===== src/rtl/reset_gen_pkg.sv =====
// Shared encodings for the board reset sequencer: FSM states, reset-cause codes, output bundle.
// Imported by reset_gen; the state and cause values are fixed because software reads res_cause.
package reset_gen_pkg;

    typedef enum logic [1:0] {
        HOLD    = 2'd0,
        STRETCH = 2'd1,
        RUN     = 2'd2,
        SW_HOLD = 2'd3
    } rst_state_e;

    typedef enum logic [1:0] {
        CAUSE_POR = 2'b00,
        CAUSE_PIN = 2'b01,
        CAUSE_SW  = 2'b10
    } rst_cause_e;

    typedef struct packed {
        logic       tim_res;
        logic       nres;
        logic       reset_to;
        rst_cause_e cause;
    } rst_out_t;

    localparam rst_out_t OUT_RESET = '{
        tim_res:  1'b1,
        nres:     1'b0,
        reset_to: 1'b0,
        cause:    CAUSE_POR
    };

endpackage


===== src/rtl/reset_sync_deb.sv =====
// Reset-button synchroniser with optional debouncer (RESET_DEBOUNCE_EN); act=1 means button pressed.
// Latency: SYNC_STAGES cycles to the synced level, plus DEB_CYC cycles of stability when debouncing.
// Backpressure: none; act is a free-running level.
module reset_sync_deb #(
`ifdef RESET_DEBOUNCE_EN
    parameter int unsigned DEB_CYC     = 50000,
`endif
    parameter int unsigned SYNC_STAGES = 2
) (
    input  logic clk,
    input  logic res,
    input  logic din_n,
    output logic act
);

    logic [SYNC_STAGES-1:0] sync_q;
    logic [SYNC_STAGES-1:0] sync_d;
    logic                   synced_n;

    assign sync_d   = {sync_q[SYNC_STAGES-2:0], din_n};
    assign synced_n = sync_q[SYNC_STAGES-1];

    always_ff @(posedge clk) begin
        if (res) begin
            sync_q <= '1;
        end else begin
            sync_q <= sync_d;
        end
    end

`ifdef RESET_DEBOUNCE_EN
    localparam int unsigned      DEB_W    = $clog2(DEB_CYC + 1);
    localparam logic [DEB_W-1:0] DEB_LAST = DEB_W'(DEB_CYC - 1);

    logic             act_q;
    logic             act_d;
    logic [DEB_W-1:0] deb_q;
    logic [DEB_W-1:0] deb_d;

    // Count cycles the synced level disagrees with the accepted one; any return restarts the count.
    always_comb begin
        act_d = act_q;
        deb_d = '0;
        if (synced_n == act_q) begin
            if (deb_q == DEB_LAST) begin
                act_d = ~act_q;
            end else begin
                deb_d = deb_q + 1'b1;
            end
        end
    end

    always_ff @(posedge clk) begin
        if (res) begin
            act_q <= 1'b0;
            deb_q <= '0;
        end else begin
            act_q <= act_d;
            deb_q <= deb_d;
        end
    end

    assign act = act_q;
`else
    assign act = ~synced_n;
`endif

endmodule


===== src/rtl/reset_gen.sv =====
// Board reset sequencer: button -> tim_res release -> stretch -> nres release; sw_res gives a core-only reset.
// Latency: button edge to outputs SYNC_STAGES+DEB_CYC+1 cycles (SYNC_STAGES+1 without RESET_DEBOUNCE_EN).
// Backpressure: none; every output is a registered level or one-cycle pulse.
module reset_gen
    import reset_gen_pkg::*;
#(
    parameter int unsigned SYNC_STAGES = 2,
`ifdef RESET_DEBOUNCE_EN
    parameter int unsigned DEB_CYC     = 50000,
`endif
    parameter int unsigned STRETCH_W   = 24,
    parameter int unsigned STRETCH_CYC = 8000000,
    parameter int unsigned SW_MIN      = 16
) (
    input  logic       clk,
    input  logic       res,
    input  logic       inp_resn,
    input  logic       sw_res,
    output logic       tim_res,
    output logic       nres,
    output logic       reset_to,
    output logic [1:0] res_cause
);

    localparam logic [STRETCH_W-1:0] STRETCH_LAST = STRETCH_W'(STRETCH_CYC - 1);
    localparam logic [STRETCH_W-1:0] SW_LAST      = STRETCH_W'(SW_MIN - 1);

    logic                 pin_act;
    rst_state_e           state_q;
    rst_state_e           state_d;
    logic [STRETCH_W-1:0] cnt_q;
    logic [STRETCH_W-1:0] cnt_d;
    rst_cause_e           cause_d;
    rst_out_t             out_q;
    rst_out_t             out_d;

    reset_sync_deb #(
`ifdef RESET_DEBOUNCE_EN
        .DEB_CYC     (DEB_CYC),
`endif
        .SYNC_STAGES (SYNC_STAGES)
    ) u_sync_deb (
        .clk   (clk),
        .res   (res),
        .din_n (inp_resn),
        .act   (pin_act)
    );

    always_comb begin
        state_d = state_q;
        cnt_d   = cnt_q;
        cause_d = out_q.cause;
        case (state_q)
            HOLD: begin
                if (!pin_act) begin
                    state_d = STRETCH;
                    cnt_d   = '0;
                end
            end
            STRETCH: begin
                if (pin_act) begin
                    state_d = HOLD;
                    cnt_d   = '0;
                end else if (cnt_q == STRETCH_LAST) begin
                    state_d = RUN;
                end else begin
                    cnt_d = cnt_q + 1'b1;
                end
            end
            RUN: begin
                // The pin takes priority so a simultaneous request still resets the clock tree.
                if (pin_act) begin
                    state_d = HOLD;
                    cnt_d   = '0;
                    cause_d = CAUSE_PIN;
                end else if (sw_res) begin
                    state_d = SW_HOLD;
                    cnt_d   = '0;
                    cause_d = CAUSE_SW;
                end
            end
            SW_HOLD: begin
                if (pin_act) begin
                    state_d = HOLD;
                    cnt_d   = '0;
                    cause_d = CAUSE_PIN;
                end else if ((cnt_q >= SW_LAST) && !sw_res) begin
                    state_d = RUN;
                end else if (cnt_q != '1) begin
                    cnt_d = cnt_q + 1'b1;
                end
            end
            default: begin
                state_d = HOLD;
                cnt_d   = '0;
            end
        endcase

        // Outputs are decoded from the next state so they change on the same edge as the FSM;
        // reset_to marks the final stretch cycle, the one just before nres rises.
        out_d.tim_res  = (state_d == HOLD);
        out_d.nres     = (state_d == RUN);
        out_d.reset_to = (state_d == STRETCH) && (cnt_d == STRETCH_LAST);
        out_d.cause    = cause_d;
    end

    always_ff @(posedge clk) begin
        if (res) begin
            state_q <= HOLD;
            cnt_q   <= '0;
            out_q   <= OUT_RESET;
        end else begin
            state_q <= state_d;
            cnt_q   <= cnt_d;
            out_q   <= out_d;
        end
    end

    assign tim_res   = out_q.tim_res;
    assign nres      = out_q.nres;
    assign reset_to  = out_q.reset_to;
    assign res_cause = out_q.cause;

endmodule


===== config.mk =====
export PLATFORM = sky130hd
export DESIGN_NAME = reset_gen
export DESIGN_NICKNAME = d
export VERILOG_FILES = /design/src/rtl/reset_gen_pkg.sv /design/src/rtl/reset_sync_deb.sv /design/src/rtl/reset_gen.sv
export SDC_FILE = /design/constraint.sdc
export NUM_CORES = 1
export LEC_CHECK = 0
export ABC_CLOCK_PERIOD_IN_PS = 8100
export CAP_MARGIN = 20
export CORE_MARGIN = 4
export CORE_UTILIZATION = 59
export CTS_BUF_LIST = sky130_fd_sc_hd__clkbuf_4 sky130_fd_sc_hd__clkbuf_8 sky130_fd_sc_hd__clkbuf_16
export CTS_CLUSTER_DIAMETER = 120
export DETAILED_ROUTE_END_ITERATION = 10
export PLACE_DENSITY = 0.78
export REMOVE_ABC_BUFFERS = 1
export SYNTH_ARGS = -nofsm -noshare
export SYNTH_HDL_FRONTEND = slang
export SYNTH_SLANG_ARGS = --single-unit

===== constraint.sdc =====
create_clock -name clk -period 8.1 [get_ports clk]
set_input_delay 1.62 -clock clk [delete_from_list [all_inputs] [get_ports clk]]
set_output_delay 1.62 -clock clk [all_outputs]
set_load 0.02 [all_outputs]

---- Yosys cells after proc, flatten, opt, wreduce, memory -nomap -nowiden ----
Index checks and enable logic that the tools add are counted.
W data, S select, Z words.
operators by class
  add/sub/neg operators ................... 1
  $lt $le $gt $ge ......................... 1
  equal/unequal tests ..................... 10
  muxes and demuxes ....................... 21
  reductions and logical operators ........ 7
operator list
  cell                     number
  $mux W24                 8
  $pmux W24 S4             1
  $eq A24 B23 Y1 const B   2
  $add A24 B1 Y24 const B  1
  $ge A24 B4 Y1 const B    1
  $ne A24 B24 Y1 const B   1
  $mux W2                  10
  $pmux W2 S4              1
  $eq A2 B2 Y1 const B     3
  $eq A2 B1 Y1 const B     2
  $logic_not A2 Y1         2
  $pmux W2 S2              1
  $ne A3 B3 Y1 const B     1
  $reduce_and A3 Y1        1
  $logic_and A1 B1 Y1      2
  $ne A2 B2 Y1 const B     1
  $reduce_bool A2 Y1       1
  $logic_not A1 Y1         1
storage, ports and cells
  register bits ........................... 33
  bits of input ports ..................... 4
  output and inout port bits .............. 5
  word-level logic and storage cells ...... 47

---- Depth between registers and ports, before layout ----
  word-level depth ........................ 7
  mapped depth ............................ 11

---- Hierarchy ----
A second synthesis with hierarchy kept.
unflattened totals
  cells, all modules ...................... 266
  area total of the unflattened synthesis .. 2,014.4 µm²
by module, submodules not included
  module          times used  cells each  area an instance (µm²)
  reset_gen       1           261         1,958.1
  reset_sync_deb  1           5           56.3

---- Least setup slack after synthesis ----
OpenSTA, ideal clock, no wires.
  kind .................................... in2reg
  start ................................... input port sw_res
  end ..................................... register out_q, in the netlist reset_to
  setup time .............................. 0.088 ns
  data arrival time ....................... 3.297 ns
  required time ........................... 8.012 ns
  slack ................................... 4.715 ns
  stages on the path ...................... 9
  path buffers ............................ 1
  path through ............................ inv_1 -> and3_1 -> o21ai_1 -> nand3_1 -> buf_2 -> o31ai_1 -> o221ai_1 -> or4_1 -> nor4_2
on the way
  longest elaborated chain between the ends .. 7
  elaborated cells on any way between the ends .. 15
ends and longest elaborated chain
  item                                                   RTL line          text
  start, declared                                        reset_gen.sv:18   input logic sw_res,
  $logic_not A1 Y1                                       reset_gen.sv:87   end else if ((cnt_q >= SW_LAST) && !sw_res) begin
  $logic_and A1 B1 Y1                                    reset_gen.sv:87
  $mux W24 / $mux W2 (equally long branches)             reset_gen.sv:87
  $mux W24 / $mux W2 (equally long branches)             reset_gen.sv:83   if (pin_act) begin
  $pmux W24 S4 / $pmux W2 S4 (equally long branches)     reset_gen.sv:53   case (state_q)
  $eq A24 B23 Y1 / $eq A2 B1 Y1 (equally long branches)  reset_gen.sv:103  out_d.reset_to = (state_d == STRETCH) && (cnt_d == STRETCH_LAST);
  $logic_and A1 B1 Y1 (*)                                reset_gen.sv:103
  end signal, assigned                                   reset_gen.sv:115  out_q <= out_d;
  end, declared                                          reset_gen.sv:34   rst_out_t out_q;
Every way passes the cells marked *; elsewhere a longest branch is shown, timed or not.
A chain may end at the register's enable or synchronous reset.

---- Worst setup path in the final report ----
Ends and elaborated chain as after synthesis.

==> impl_metrics.env <==
export IMPL_timing_critical_path_buf_inv=2
export IMPL_htreeDepth=2
export IMPL_required_ns=8.32
export IMPL_finalSetupTns_ns=0
export IMPL_cts_root_buf="clkbuf_8"
export IMPL_io_pins=9
export IMPL_drc=0
export IMPL_setup_violations=0
export IMPL_p_switching_mw=0.0799
export IMPL_critPathSlowestCell="clkdlybuf4s50_1"
export IMPL_via_per_inst=7.09
export IMPL_ys_types=58
export IMPL_drv_slew=0
export IMPL_clock_latency_ns=0.30
export IMPL_outcome="complete, no violations"
export IMPL_grt_ovfl_total=0
export IMPL_drt_iter0_markers=372
export IMPL_power_mw=0.324
export IMPL_power_density_mw_per_mm2=139
export IMPL_dp_slack_ns=3.89
export IMPL_seq_area_frac_synth=0.302
export IMPL_drive_gt1_frac=0.0830
export IMPL_p_int_mw=0.244
export IMPL_drtAntennaViolNets=0
export IMPL_die_h_um=68.9
export IMPL_syn_instance_count=280
export IMPL_start_kind="input port"
export IMPL_port_buffers=8
export IMPL_n_antenna_cell=0
export IMPL_grt_util_all_layers=0.287
export IMPL_use_met2=0.407
export IMPL_fin_crit_sh=0.490
export IMPL_min_period_ns=3.97
export IMPL_grt_pass1_vias=2039
export IMPL_gp_congestion=0.996
export IMPL_p_comb_frac=0.082
export IMPL_maxCapViolations=0
export IMPL_endpoint_kind="register"
export IMPL_synth_edff_count=0
export IMPL_grt_use_met1=0.390
export IMPL_cts_made_buffers=5
export IMPL_ys_seq_elements=33
export IMPL_ys_async_sr_fraction=0
export IMPL_critical_path_top_delay_family="simple AND/OR/NAND/NOR gates"
export IMPL_cts_sinks=33
export IMPL_cts_resized_gates=0
export IMPL_cts_tree="yes"
export IMPL_stdcell_count=323
export IMPL_start_util=0.632
export IMPL_p_clk_frac=0.403
export IMPL_grt_max_degree=30
export IMPL_relSlewSlack=0.314
export IMPL_fillCellCount=306
export IMPL_p_leak_nw=0.752
export IMPL_synthFlopType="dfxtp_1"
export IMPL_antenna_found_initial=0
export IMPL_ir_drop_mv=0.0994
export IMPL_die_area_mm2=0.00475
export IMPL_yosysWarnings=0
export IMPL_rows=21
export IMPL_cts_hold_fix_buffers=0
export IMPL_via_count=2291
export IMPL_hp_class="reg -> reg"
export IMPL_cts_setup_buffers=0
export IMPL_path_class="in -> reg"
export IMPL_grt_first_pass_wirelength_um=10000
export IMPL_setup_ws_ns=4.13
export IMPL_seqPwrFrac=0.515
export IMPL_fin_worst_skew_ns=0.00466
export IMPL_path_cells="clkdlybuf4s50_1 > inv_1 > and3_1 > o21ai_1 > nand3_1 > o31ai_1 > o221ai_1 > or4_1 > nor4_2"
export IMPL_clk_path_buf_depth=2
export IMPL_max_stage_delay_ns=0.49
export IMPL_switching_share=0.247
export IMPL_dr_pass1_iters=5
export IMPL_worst_slew_pin_slew_ns=1.02
export IMPL_wl_per_cell_um=19.0
export IMPL_timing_fmax_mhz=252
export IMPL_syn_to_final_growth_pct=6.62
export IMPL_syn_area_per_cell_um2=7.82
export IMPL_met3_usage=0.0940
export IMPL_hpwl_um=4300
export IMPL_top_usage_layer="met2"
export IMPL_final_hold_viol_count=0
export IMPL_cp_arrival_ns=4.18
export IMPL_syn_cell_area_mm2=0.00219
export IMPL_die_x_um=68.9
export IMPL_design_core_area_mm2=0.00347
export IMPL_wirelength_um=6150
export IMPL_path_clk_slew_ns=0.06
export IMPL_nNetsFinal=282
export IMPL_critPathMaxFanout=11
export IMPL_rsz0062_at_grt="no"
export IMPL_placed_cells=316
==> cells by family (layout without fill, tap and decap cells) <==
kind of cell	count (synthesis)	count (layout)	synth area share
compound gates	75	75	0.252
xor+xnor	4	4	0.0160
simple gates	144	144	0.374
fa+ha+maj	1	1	0.00571
buf+inv	22	19	0.0463
flops	33	33	0.302
mux	1	1	0.00457
==> worst paths after layout <==
| kind | startpoint | slack (ns) | to | cells past startpoint |
|---|---|---|---|---|
| setup / recovery | sw_res | 4.13 | reset_to | 9 |
| hold reg to reg | u_sync_deb.sync_q[0] | 0.41 | u_sync_deb.sync_q[1] | 1 |
| hold / removal | u_sync_deb.sync_q[0] | 0.41 | u_sync_deb.sync_q[1] | 1 |
| setup reg to reg | cnt_q[0] | 4.30 | reset_to | 9 |
==> stage by stage <==
stage	utilization	instance area [um2]	hold slack, ns
6_report	0.674	2340	0.410
5_1_grt	0.674	2340	0.411
4_1_cts	0.674	2340	0.411
3_5_place_dp	0.648	2250	0.398
3_3_place_gp	0.648	2250	0.391
2_1_floorplan	-	2100	0.389
==> cell usage after synthesis (7+ instances only) <==
| library cell | count | area (um2) |
|---|---|---|
| a21oi_1 | 15 | 75.1 |
| and3_1 | 7 | 43.8 |
| buf_2 | 8 | 40.0 |
| clkbuf_1 | 8 | 30.0 |
| dfxtp_1 | 33 | 661 |
| nand2_1 | 25 | 93.8 |
| nand3_1 | 15 | 75.1 |
| nand4_1 | 13 | 81.3 |
| nor2_1 | 30 | 113 |
| nor3_1 | 10 | 50.1 |
| o21ai_0 | 12 | 60.1 |
==> cell type report <==
class                      instances  area [um2]  share of cell area
timing repair buffer               9        87.6              0.0375
inverter                           3        11.3             0.00482
tap                               46        57.6              0.0246
sequential                        33         661               0.283
clock buffer                       7        90.1              0.0386
multi-input combinational        225        1430               0.612
==> cells in the final DEF (no fill, tap or decap), types with 2 or more instances in the layout <==
cell,count
xor2_1,2
nor4_2,5
and4_1,3
clkdlybuf4s50_1,8
or2_2,2
inv_1,3
nor2b_1,6
o221a_2,2
nand3_1,15
or3_1,4
o221ai_1,3
o211ai_1,2
a211o_1,2
o22ai_1,2
nand3b_1,2
dfxtp_1,33
nor3b_1,3
o31ai_1,4
a22oi_1,3
nand4_1,13
nor4_1,4
or4_1,2
nand2_1,25
a31oi_1,5
nor3_1,10
o21a_1,2
o21ai_0,12
a21oi_1,15
a211oi_1,4
a311oi_1,6
nor2_1,30
nand2b_1,5
and3_1,7
clkbuf_8,6
and2_1,4
xnor2_1,2
==> state kept, by name, summed over array words and instances (netlist names) <==
| signal | count |
|---|---|
| nres | 1 |
| cnt_q | 24 |
| u_sync_deb.sync_q | 2 |
| reset_to | 1 |
| tim_res | 1 |
| state_q | 2 |
| res_cause | 2 |
==> power by group through the flow <==
| stage | combinational [mW] | sequential [mW] | clock [mW] |
|---|---|---|---|
| after floorplan | 0.0159 | 0.170 | 0 |
| after global placement | 0.0257 | 0.170 | 0 |
| after detailed placement | 0.0256 | 0.170 | 0 |
| after CTS | 0.0259 | 0.167 | 0.132 |
| after global routing | 0.0294 | 0.167 | 0.139 |
| final | 0.0265 | 0.167 | 0.131 |
==> layer usage <==
layer  vias to the layer above  wire length (um)
li1                       1066                 -
met1                      1052              2640
met2                       151              2650
met3                        22               688
met4                         0               178
met5                         -                 0
Power figures use the tool's default switching activity.
